[config.mk]
export PLATFORM = sky130hd
export DESIGN_NAME = t07_mem_handler
export DESIGN_NICKNAME = d
export VERILOG_FILES = /design/src/rtl/t07_pkg.sv /design/src/rtl/t07_byte_lane.sv /design/src/rtl/t07_mem_handler.sv
export SDC_FILE = /design/constraint.sdc
export NUM_CORES = 1
export LEC_CHECK = 0
export CORE_AREA = 2 2 122 124
export CTS_CLUSTER_SIZE = 30
export DETAILED_ROUTE_END_ITERATION = 7
export DIE_AREA = 0 0 124 126
export GPL_TIMING_DRIVEN = 0
export PLACE_DENSITY = 0.85
export SETUP_SLACK_MARGIN = 0.4
export SLEW_MARGIN = 40
export SYNTH_ARGS = -nofsm -noshare
export SYNTH_HDL_FRONTEND = slang
export SYNTH_SLANG_ARGS = --single-unit
[constraint.sdc]
create_clock -name clk -period 2.3 [get_ports clk]
set_input_delay 0.345 -clock clk [delete_from_list [all_inputs] [get_ports clk]]
set_output_delay 0.345 -clock clk [all_outputs]
set_load 0.03 [all_outputs]
[src/rtl/t07_pkg.sv]
// Shared types and funct3 encodings for the t07 data-memory stage.
package t07_pkg;

    typedef enum logic [1:0] {
        IDLE = 2'd0,
        REQ  = 2'd1,
        DONE = 2'd2
    } mem_state_t;

    typedef enum logic [1:0] {
        SZ_B = 2'd0,
        SZ_H = 2'd1,
        SZ_W = 2'd2
    } acc_size_t;

    localparam logic [2:0] F3_B  = 3'b000;
    localparam logic [2:0] F3_H  = 3'b001;
    localparam logic [2:0] F3_W  = 3'b010;
    localparam logic [2:0] F3_BU = 3'b100;
    localparam logic [2:0] F3_HU = 3'b101;

    // Unsigned encodings only exist for loads; stores treat them as word.
    function automatic acc_size_t decode_size(input logic [2:0] f3, input logic is_load);
        acc_size_t sz;
        sz = SZ_W;
        if (f3 == F3_B || (is_load && f3 == F3_BU)) begin
            sz = SZ_B;
        end else if (f3 == F3_H || (is_load && f3 == F3_HU)) begin
            sz = SZ_H;
        end else if (f3 == F3_W) begin
            sz = SZ_W;
        end
        return sz;
    endfunction

endpackage

[src/rtl/t07_byte_lane.sv]
// Byte-lane steering: lane enables, store replication, load extension and
// alignment check for one access.
module t07_byte_lane
    import t07_pkg::*;
(
    input  logic        is_load,
    input  logic [2:0]  funct3,
    input  logic [1:0]  addr_lo,
    input  logic [31:0] store_data,
    input  logic [31:0] rdata,
    output logic [3:0]  sel,
    output logic [31:0] wdata,
    output logic [31:0] load_data,
    output logic        misaligned
);

    acc_size_t   sz;
    logic        signed_ld;
    logic [7:0]  lane_byte;
    logic [15:0] lane_half;

    always_comb begin
        sz         = decode_size(funct3, is_load);
        signed_ld  = (funct3 == F3_B) || (funct3 == F3_H);
        lane_byte  = rdata[{addr_lo, 3'b000} +: 8];
        lane_half  = addr_lo[1] ? rdata[31:16] : rdata[15:0];
        sel        = '0;
        wdata      = '0;
        load_data  = '0;
        misaligned = 1'b0;
        case (sz)
            SZ_B: begin
                sel       = 4'b0001 << addr_lo;
                wdata     = {4{store_data[7:0]}};
                load_data = {{24{signed_ld & lane_byte[7]}}, lane_byte};
            end
            SZ_H: begin
                misaligned = addr_lo[0];
                sel        = addr_lo[1] ? 4'b1100 : 4'b0011;
                wdata      = {2{store_data[15:0]}};
                load_data  = {{16{signed_ld & lane_half[15]}}, lane_half};
            end
            default: begin
                misaligned = |addr_lo;
                sel        = 4'b1111;
                wdata      = store_data;
                load_data  = rdata;
            end
        endcase
    end

endmodule

[src/rtl/t07_mem_handler.sv]
// Data-memory stage: runs one req/ack bus transaction per load/store, stalls
// the pipeline while it is outstanding and drives the writeback mux.
module t07_mem_handler
    import t07_pkg::*;
#(
    parameter int unsigned DATA_W  = 32,
    parameter int unsigned TIMEOUT = 255
) (
    input  logic              clk,
    input  logic              nrst,
    input  logic              memRead,
    input  logic              memWrite,
    input  logic              memToReg,
    input  logic [2:0]        funct3,
    input  logic [DATA_W-1:0] ALUResult,
    input  logic [DATA_W-1:0] storeData,
    input  logic [DATA_W-1:0] bus_rdata,
    input  logic              bus_ack,
    output logic              bus_req,
    output logic              bus_we,
    output logic [DATA_W-1:0] bus_addr,
    output logic [DATA_W-1:0] bus_wdata,
    output logic [3:0]        bus_sel,
    output logic [DATA_W-1:0] regData,
    output logic              freeze,
    output logic              misaligned,
    output logic              bus_err
);

    localparam int unsigned      CNT_W  = (TIMEOUT < 2) ? 1 : $clog2(TIMEOUT + 1);
    localparam logic [CNT_W-1:0] TO_VAL = CNT_W'(TIMEOUT);

    mem_state_t        state_q, state_d;
    logic [CNT_W-1:0]  cnt_q, cnt_d;
    logic [DATA_W-1:0] addr_q, addr_d;
    logic [DATA_W-1:0] wdata_q, wdata_d;
    logic [DATA_W-1:0] load_q, load_d;
    logic [3:0]        sel_q, sel_d;
    logic [2:0]        f3_q, f3_d;
    logic [1:0]        lo_q, lo_d;
    logic              we_q, we_d;
    logic              err_q, err_d;
    logic              freeze_c, misaligned_c;

    logic              lane_is_load;
    logic [2:0]        lane_f3;
    logic [1:0]        lane_lo;
    logic [3:0]        lane_sel;
    logic [DATA_W-1:0] lane_wdata, lane_load;
    logic              lane_mis;

    // One lane decoder serves both phases: live inputs while idle, latched
    // access attributes while waiting for the read data.
    assign lane_is_load = (state_q == IDLE) ? memRead : ~we_q;
    assign lane_f3      = (state_q == IDLE) ? funct3 : f3_q;
    assign lane_lo      = (state_q == IDLE) ? ALUResult[1:0] : lo_q;

    t07_byte_lane u_lane (
        .is_load    (lane_is_load),
        .funct3     (lane_f3),
        .addr_lo    (lane_lo),
        .store_data (storeData),
        .rdata      (bus_rdata),
        .sel        (lane_sel),
        .wdata      (lane_wdata),
        .load_data  (lane_load),
        .misaligned (lane_mis)
    );

    always_comb begin
        state_d      = state_q;
        cnt_d        = cnt_q;
        addr_d       = addr_q;
        wdata_d      = wdata_q;
        load_d       = load_q;
        sel_d        = sel_q;
        f3_d         = f3_q;
        lo_d         = lo_q;
        we_d         = we_q;
        err_d        = 1'b0;
        freeze_c     = 1'b0;
        misaligned_c = 1'b0;
        case (state_q)
            IDLE: begin
                if (memRead || memWrite) begin
                    if (lane_mis) begin
                        misaligned_c = 1'b1;
                    end else begin
                        freeze_c = 1'b1;
                        addr_d   = {ALUResult[DATA_W-1:2], 2'b00};
                        sel_d    = lane_sel;
                        wdata_d  = lane_wdata;
                        we_d     = ~memRead;
                        f3_d     = funct3;
                        lo_d     = ALUResult[1:0];
                        cnt_d    = '0;
                        state_d  = REQ;
                    end
                end
            end
            REQ: begin
                freeze_c = 1'b1;
                cnt_d    = cnt_q + 1'b1;
                if (bus_ack) begin
                    if (!we_q) begin
                        load_d = lane_load;
                    end
                    state_d = DONE;
                end else if (TIMEOUT != 0 && cnt_d == TO_VAL) begin
                    err_d = 1'b1;
                    if (!we_q) begin
                        load_d = '0;
                    end
                    state_d = DONE;
                end
            end
            default: begin
                cnt_d   = '0;
                state_d = IDLE;
            end
        endcase
    end

    always_ff @(posedge clk or negedge nrst) begin
        if (!nrst) begin
            state_q <= IDLE;
            cnt_q   <= '0;
            addr_q  <= '0;
            wdata_q <= '0;
            load_q  <= '0;
            sel_q   <= '0;
            f3_q    <= '0;
            lo_q    <= '0;
            we_q    <= 1'b0;
            err_q   <= 1'b0;
        end else begin
            state_q <= state_d;
            cnt_q   <= cnt_d;
            addr_q  <= addr_d;
            wdata_q <= wdata_d;
            load_q  <= load_d;
            sel_q   <= sel_d;
            f3_q    <= f3_d;
            lo_q    <= lo_d;
            we_q    <= we_d;
            err_q   <= err_d;
        end
    end

    assign bus_req    = (state_q == REQ);
    assign bus_we     = we_q;
    assign bus_addr   = addr_q;
    assign bus_wdata  = wdata_q;
    assign bus_sel    = sel_q;
    assign bus_err    = err_q;
    assign regData    = memToReg ? load_q : ALUResult;
    // Reset must silence the combinational handshake outputs immediately.
    assign freeze     = nrst & freeze_c;
    assign misaligned = nrst & misaligned_c;

endmodule
* Word level (Yosys, flattened, before mapping)
Index checks and enable logic that the tools add are counted.
Widths: inputs -> output; s select.
** Cells by class
- Add/subtract/negate cells :: 1
- Mux-type cells :: 33
- Bitwise gates (word level) :: 7
- Shifts and indexed selects :: 2
- Equal/unequal tests :: 9
- Reduce and logical (&&, ||, !) cells :: 15
** Operator list (number)
- $mux 32 :: 5
- $pmux 32 s2 :: 2
- $shiftx 32x6->8 :: 1
- $mux 16 :: 1
- $mux 8 :: 2
- $pmux 8 s2 :: 1
- $mux 2 :: 7
- $mux 1 :: 9
- $reduce_and 3->1 :: 3
- $add 8x1->8 const B :: 1
- $eq 8x8->1 const B :: 1
- $pmux 4 s2 :: 1
- $eq 3x3->1 const B :: 2
- $and 1x1->1 :: 4
- $eq 2x1->1 const B :: 2
- $logic_not 2->1 :: 2
- $logic_or 1x1->1 :: 4
- $mux 4 :: 1
- $pmux 1 s2 :: 2
- $pmux 2 s2 :: 1
- $shl 1x2->4 const A :: 1
- $eq 3x1->1 const B :: 1
- $logic_not 3->1 :: 1
- $mux 3 :: 1
- other kinds (8) :: 11
** Storage, ports and cells
- Logic and storage cells :: 77
- Output and inout bits :: 105
- Bits in registers :: 115

* Logic depth before layout (Yosys ltp)
- Depth after elaboration :: 13
- Depth in mapped cells :: 10
- Depth with buffers taken out :: 7

* Modules after synthesis
A second synthesis with hierarchy kept.
** Unflattened totals
- Cell total of the unflattened synthesis :: 600
- Area total of the unflattened synthesis :: 6671.4 sq um
** By module, submodules not included
- t07_mem_handler :: times used 1, sequential area each 2877.8 sq um, cells each 435, area each 5303.8 sq um
- t07_byte_lane :: times used 1, sequential area each 0.0 sq um, cells each 165, area each 1367.6 sq um

* Least setup slack after synthesis
No wires, ideal clock.
- Path kind :: reg-to-reg
- Start point :: register state_q[1]
- End point :: register load_q[22]
- Period minus slack after synthesis :: 2.283 ns
- Setup time :: 0.126 ns
- Arrival :: 2.158 ns
- Cell stages (with the launch flop) :: 10
- Path slack :: 0.017 ns
- Cell sequence :: dfrtp_1 buf_6 or3b_4 nand2_2 buf_6 mux2i_2 a2111o_4 o31ai_4 buf_8 a221o_1
** Between the ends
- Longest elaborated chain between the ends :: 11
- Elaborated cells on any way between the ends :: 26
- Those cells by class :: eq/ne: 5; shift: 1; mux: 9; bitwise: 2; reduce/logical: 9
** RTL lines
- start, declared :: line t07_mem_handler.sv:33 : mem_state_t state_q, state_d;
- start signal, assigned :: line t07_mem_handler.sv:137 : state_q <= state_d;
- parallel branches: the longest is 11 deep, another holds $shiftx 32x6->8
- end signal, assigned :: line t07_mem_handler.sv:141 : load_q <= load_d;
- end, declared :: line t07_mem_handler.sv:37 : logic [DATA_W-1:0] load_q, load_d;
Parallel ways; which one is timed is not known. The select of a mux whose other input is x is not followed.
A chain may end at the register's enable or synchronous reset.

* Worst setup path in the final report
- Start point :: register state_q[1]
- End point :: output port freeze
** Between the ends
- Longest elaborated chain between the ends :: 13
- Elaborated cells on any way between the ends :: 23
- Those cells by class :: eq/ne: 5; mux: 9; bitwise: 1; reduce/logical: 8
** RTL lines
- $logic_not 2->1
- $mux 3 :: line t07_mem_handler.sv:55 : assign lane_f3 = (state_q == IDLE) ? funct3 : f3_q;
- $eq 3x3->1 :: line t07_pkg.sv:28 : end else if (f3 == F3_H || (is_load && f3 == F3_HU)) begin
- $logic_and 1x1->1 :: line t07_pkg.sv:28
- $logic_or 1x1->1 :: line t07_pkg.sv:28
- $mux 2 :: line t07_pkg.sv:28
- $mux 2 :: line t07_pkg.sv:26 : if (f3 == F3_B || (is_load && f3 == F3_BU)) begin
- $eq 2x1->1 or $logic_not 2->1 (tied branches) :: line t07_byte_lane.sv:31 : case (sz)
- $pmux 1 s2 :: line t07_byte_lane.sv:31
- $mux 1 :: line t07_mem_handler.sv:86 : if (lane_mis) begin
- $mux 1 :: line t07_mem_handler.sv:85 : if (memRead || memWrite) begin
- $pmux 1 s2 * :: line t07_mem_handler.sv:83 : case (state_q)
- $and 1x1->1 * :: line t07_mem_handler.sv:158 : assign freeze = nrst & freeze_c;
- end, declared :: line t07_mem_handler.sv:25 : output logic freeze,
Every way passes the cells marked *; elsewhere a longest branch is shown, timed or not.

==> impl_metrics.tcl <==
set metrics [dict create \
    num_vias 5862 \
    setup_viol 24 \
    slowest_stage "dfrtp_1" \
    grt_pass1_wl_um 32600 \
    synth_most_common_cell "dfrtp_1" \
    synth_top_area_share_pct 49.7 \
    cp_cell_sequence "buf_6, or2_1, buf_6, nor3_4, nor2_4, a221oi_4, o22ai_2, a21oi_2, buf_6" \
    regArea_mm2 0.00288 \
    place_congestion 0.908 \
    syn_area_mm2 0.00579 \
    start_kind "flip-flop" \
    htree_levels 4 \
    first_global_vias 5994 \
    worstSetupEndpointType "primary output" \
    multi_input_area_mm2 0.00299 \
    maxCapViolations 0 \
    clock_sink_count 115 \
    viasPerCell 5.79 \
    avgSynthCellArea_um2 10.7 \
    hold_ws_ns -0.127 \
    cpPeakStageDelay_ns 0.38 \
    cts.path.max_buffers 2 \
    synthTopCellsByCount "dfrtp_1, mux2_2, nand2_1" \
    synth_edf_count 0 \
    fp.dieW_um 124 \
    cp_common_cell "buf_6" \
    max_freq_mhz 382 \
    initial_core_util_pct 40.4 \
    slew_headroom_pct 49.3 \
    worstPathMaxFanout 4 \
    path_clk_slew_ns 0.05 \
    core_area_mm2 0.0143 \
    fin_crit_sh_pct 114 \
    grt_max_degree 71 \
    async_flop_share_pct 100 \
    cp.required_ns 1.96 \
    gr-usage-all-layers_pct 27.6 \
    route.detailed.drc 0 \
    yosysWarnings 0 \
    setup_slack_ns -0.320 \
    antenna_found_initial 1 \
    ys_types 62 \
    min_path_type "input port to async pin" \
    crit_type "flip-flop to primary output" \
    dieHeight_um 126 \
    post-route-min-period_ns 2.62 \
    nets 921 \
    drive_gt1_share_pct 28.7 \
    dr.pass1.iters 7 \
    finalInstanceArea_mm2 0.00967 \
    area_growth_pct 67.1 \
    fp-row-count 44 \
    cts_tree "yes" \
    maxSlewViolCount 0 \
    yosysTopAreaCell "dfrtp_1" \
    overflow 0 \
    status "finished, violations left" \
    cp.arrival_ns 2.27 \
    worstMarginPinSlew_ns 0.757 \
    syn_inst 543 \
    n_fill_cell 1064 \
    synth-seq-cells 115 \
    drtIter0Drc 531 \
    wl_um 21900 \
    ioPinCount 210 \
    finalSetupTns_ns -3.20 \
    cts_made_buffers 17 \
    hold_viol 69 \
    peakVddDrop_uv 692 \
    power_uw 12500 \
    clock_latency_ns 0.42 \
    yosys-top-cells-area "dfrtp_1, mux2_2, nand2_1, a221o_1, a31oi_1" \
    placed_cell_area_mm2 0.00823 \
    p_per_area_mw_per_mm2 1300 \
    wl_per_cell_um 21.7 \
    cts-root-buf "clkbuf_16" \
    die_area_mm2 0.0156 \
    dp_hpwl_um 14100 \
    cpLargestDelayFamily "compound AO/OA/AOI/OAI gates" \
    place.port_buffers 206 \
    clock_skew_ns 0.00632 \
    synth_ff_type "dfrtp_1" \
    critPathBufInv 3 \
    ys_seq_area_share_pct 49.7 \
    static-leakage-power_uw 0.00415 \
    grt_setup_unrepaired "yes" \
    violations "negative hold slack, negative setup slack" \
    antenna_left 0 \
]
[cells in the final DEF, fill, tap and decap left out, drive strengths merged, types with 22 or more instances in the layout]
cell | synthesis | final
dlygate4sd2 | 0 | 35
buf | 18 | 69
dfrtp | 115 | 115
clkbuf | 23 | 43
a31oi | 32 | 32
mux2 | 74 | 74
a221o | 22 | 22
nor2 | 47 | 47
nand2 | 71 | 71
clkdlybuf4s50 | 0 | 162
[logic make-up after synthesis]
kind of cell,Yosys count,synth area share (%)
and+or+nand+nor,158,11.9
AOI/OAI and AO/OA,137,18.2
DFF,115,49.7
muxes,76,14.8
buffers and inverters,47,3.82
xor gates and xnor gates,7,1.06
adders and majority gates,2,0.432
other,1,0.0648
[metal layers]
metal	track usage, %	wire (µm)	vias to the layer above
li1	-	-	2571
met1	32.5	8200	2868
met2	46.3	10800	360
met3	9.01	2180	63
met4	11.0	734	0
met5	0	0	-
[metrics by stage]
stage,worst slack (ns),utilization [%],std cells
after floorplan,0.0876,-,544
after global placement,-4.32,57.3,934
after detailed placement,-0.811,57.5,935
after CTS,-0.318,66.3,1005
after global routing,-0.400,67.6,1012
final,-0.320,67.6,1012
[path summary, 6_finish.rpt]
kind,start,to,slack (ns),cells after the start
worst max-delay path,state_q[1],freeze,-0.32,9
worst min-delay path,nrst,bus_addr[10],-0.13,1
worst max register to register,state_q[1],load_q[16],-0.19,11
worst min register to register,bus_sel[1],bus_sel[1],0.49,1
max in group asynchronous,nrst,state_q[0],1.77,2
min in group clk,ALUResult[0],lo_q[0],0.36,2
[layout make-up]
type	count	area share [%]
clock inverter	10	1.60
sequential	115	29.8
timing repair buffer	251	25.9
multi-input combinational	382	30.9
buffer	41	4.40
tap	184	2.38
antenna	1	0.0259
clock buffer	22	4.80
inverter	6	0.233
[state kept, by name (all words and copies together), names as in the netlist]
register,count
lo_q,2
state_q,2
cnt_q,8
bus_err,1
f3_q,3
bus_we,1
bus_sel,4
bus_addr,30
bus_wdata,32
load_q,32
[what timing repair did]
action | in CTS | in global routing
pin swaps | 13 | 14
endpoints found under the hold margin | 69 | 69
setup endpoints to repair | 143 | 130
gates cloned | 5 | 0
resized for setup | 146 | 46
setup buffers | 33 | 6
[power by group]
part	switching (µW)	total, µW	internal [µW]
combinational	3400	6200	2810
clock	951	2810	1860
sequential	621	3520	2900
total	4970	12500	7570
Power figures use the tool's default switching activity.
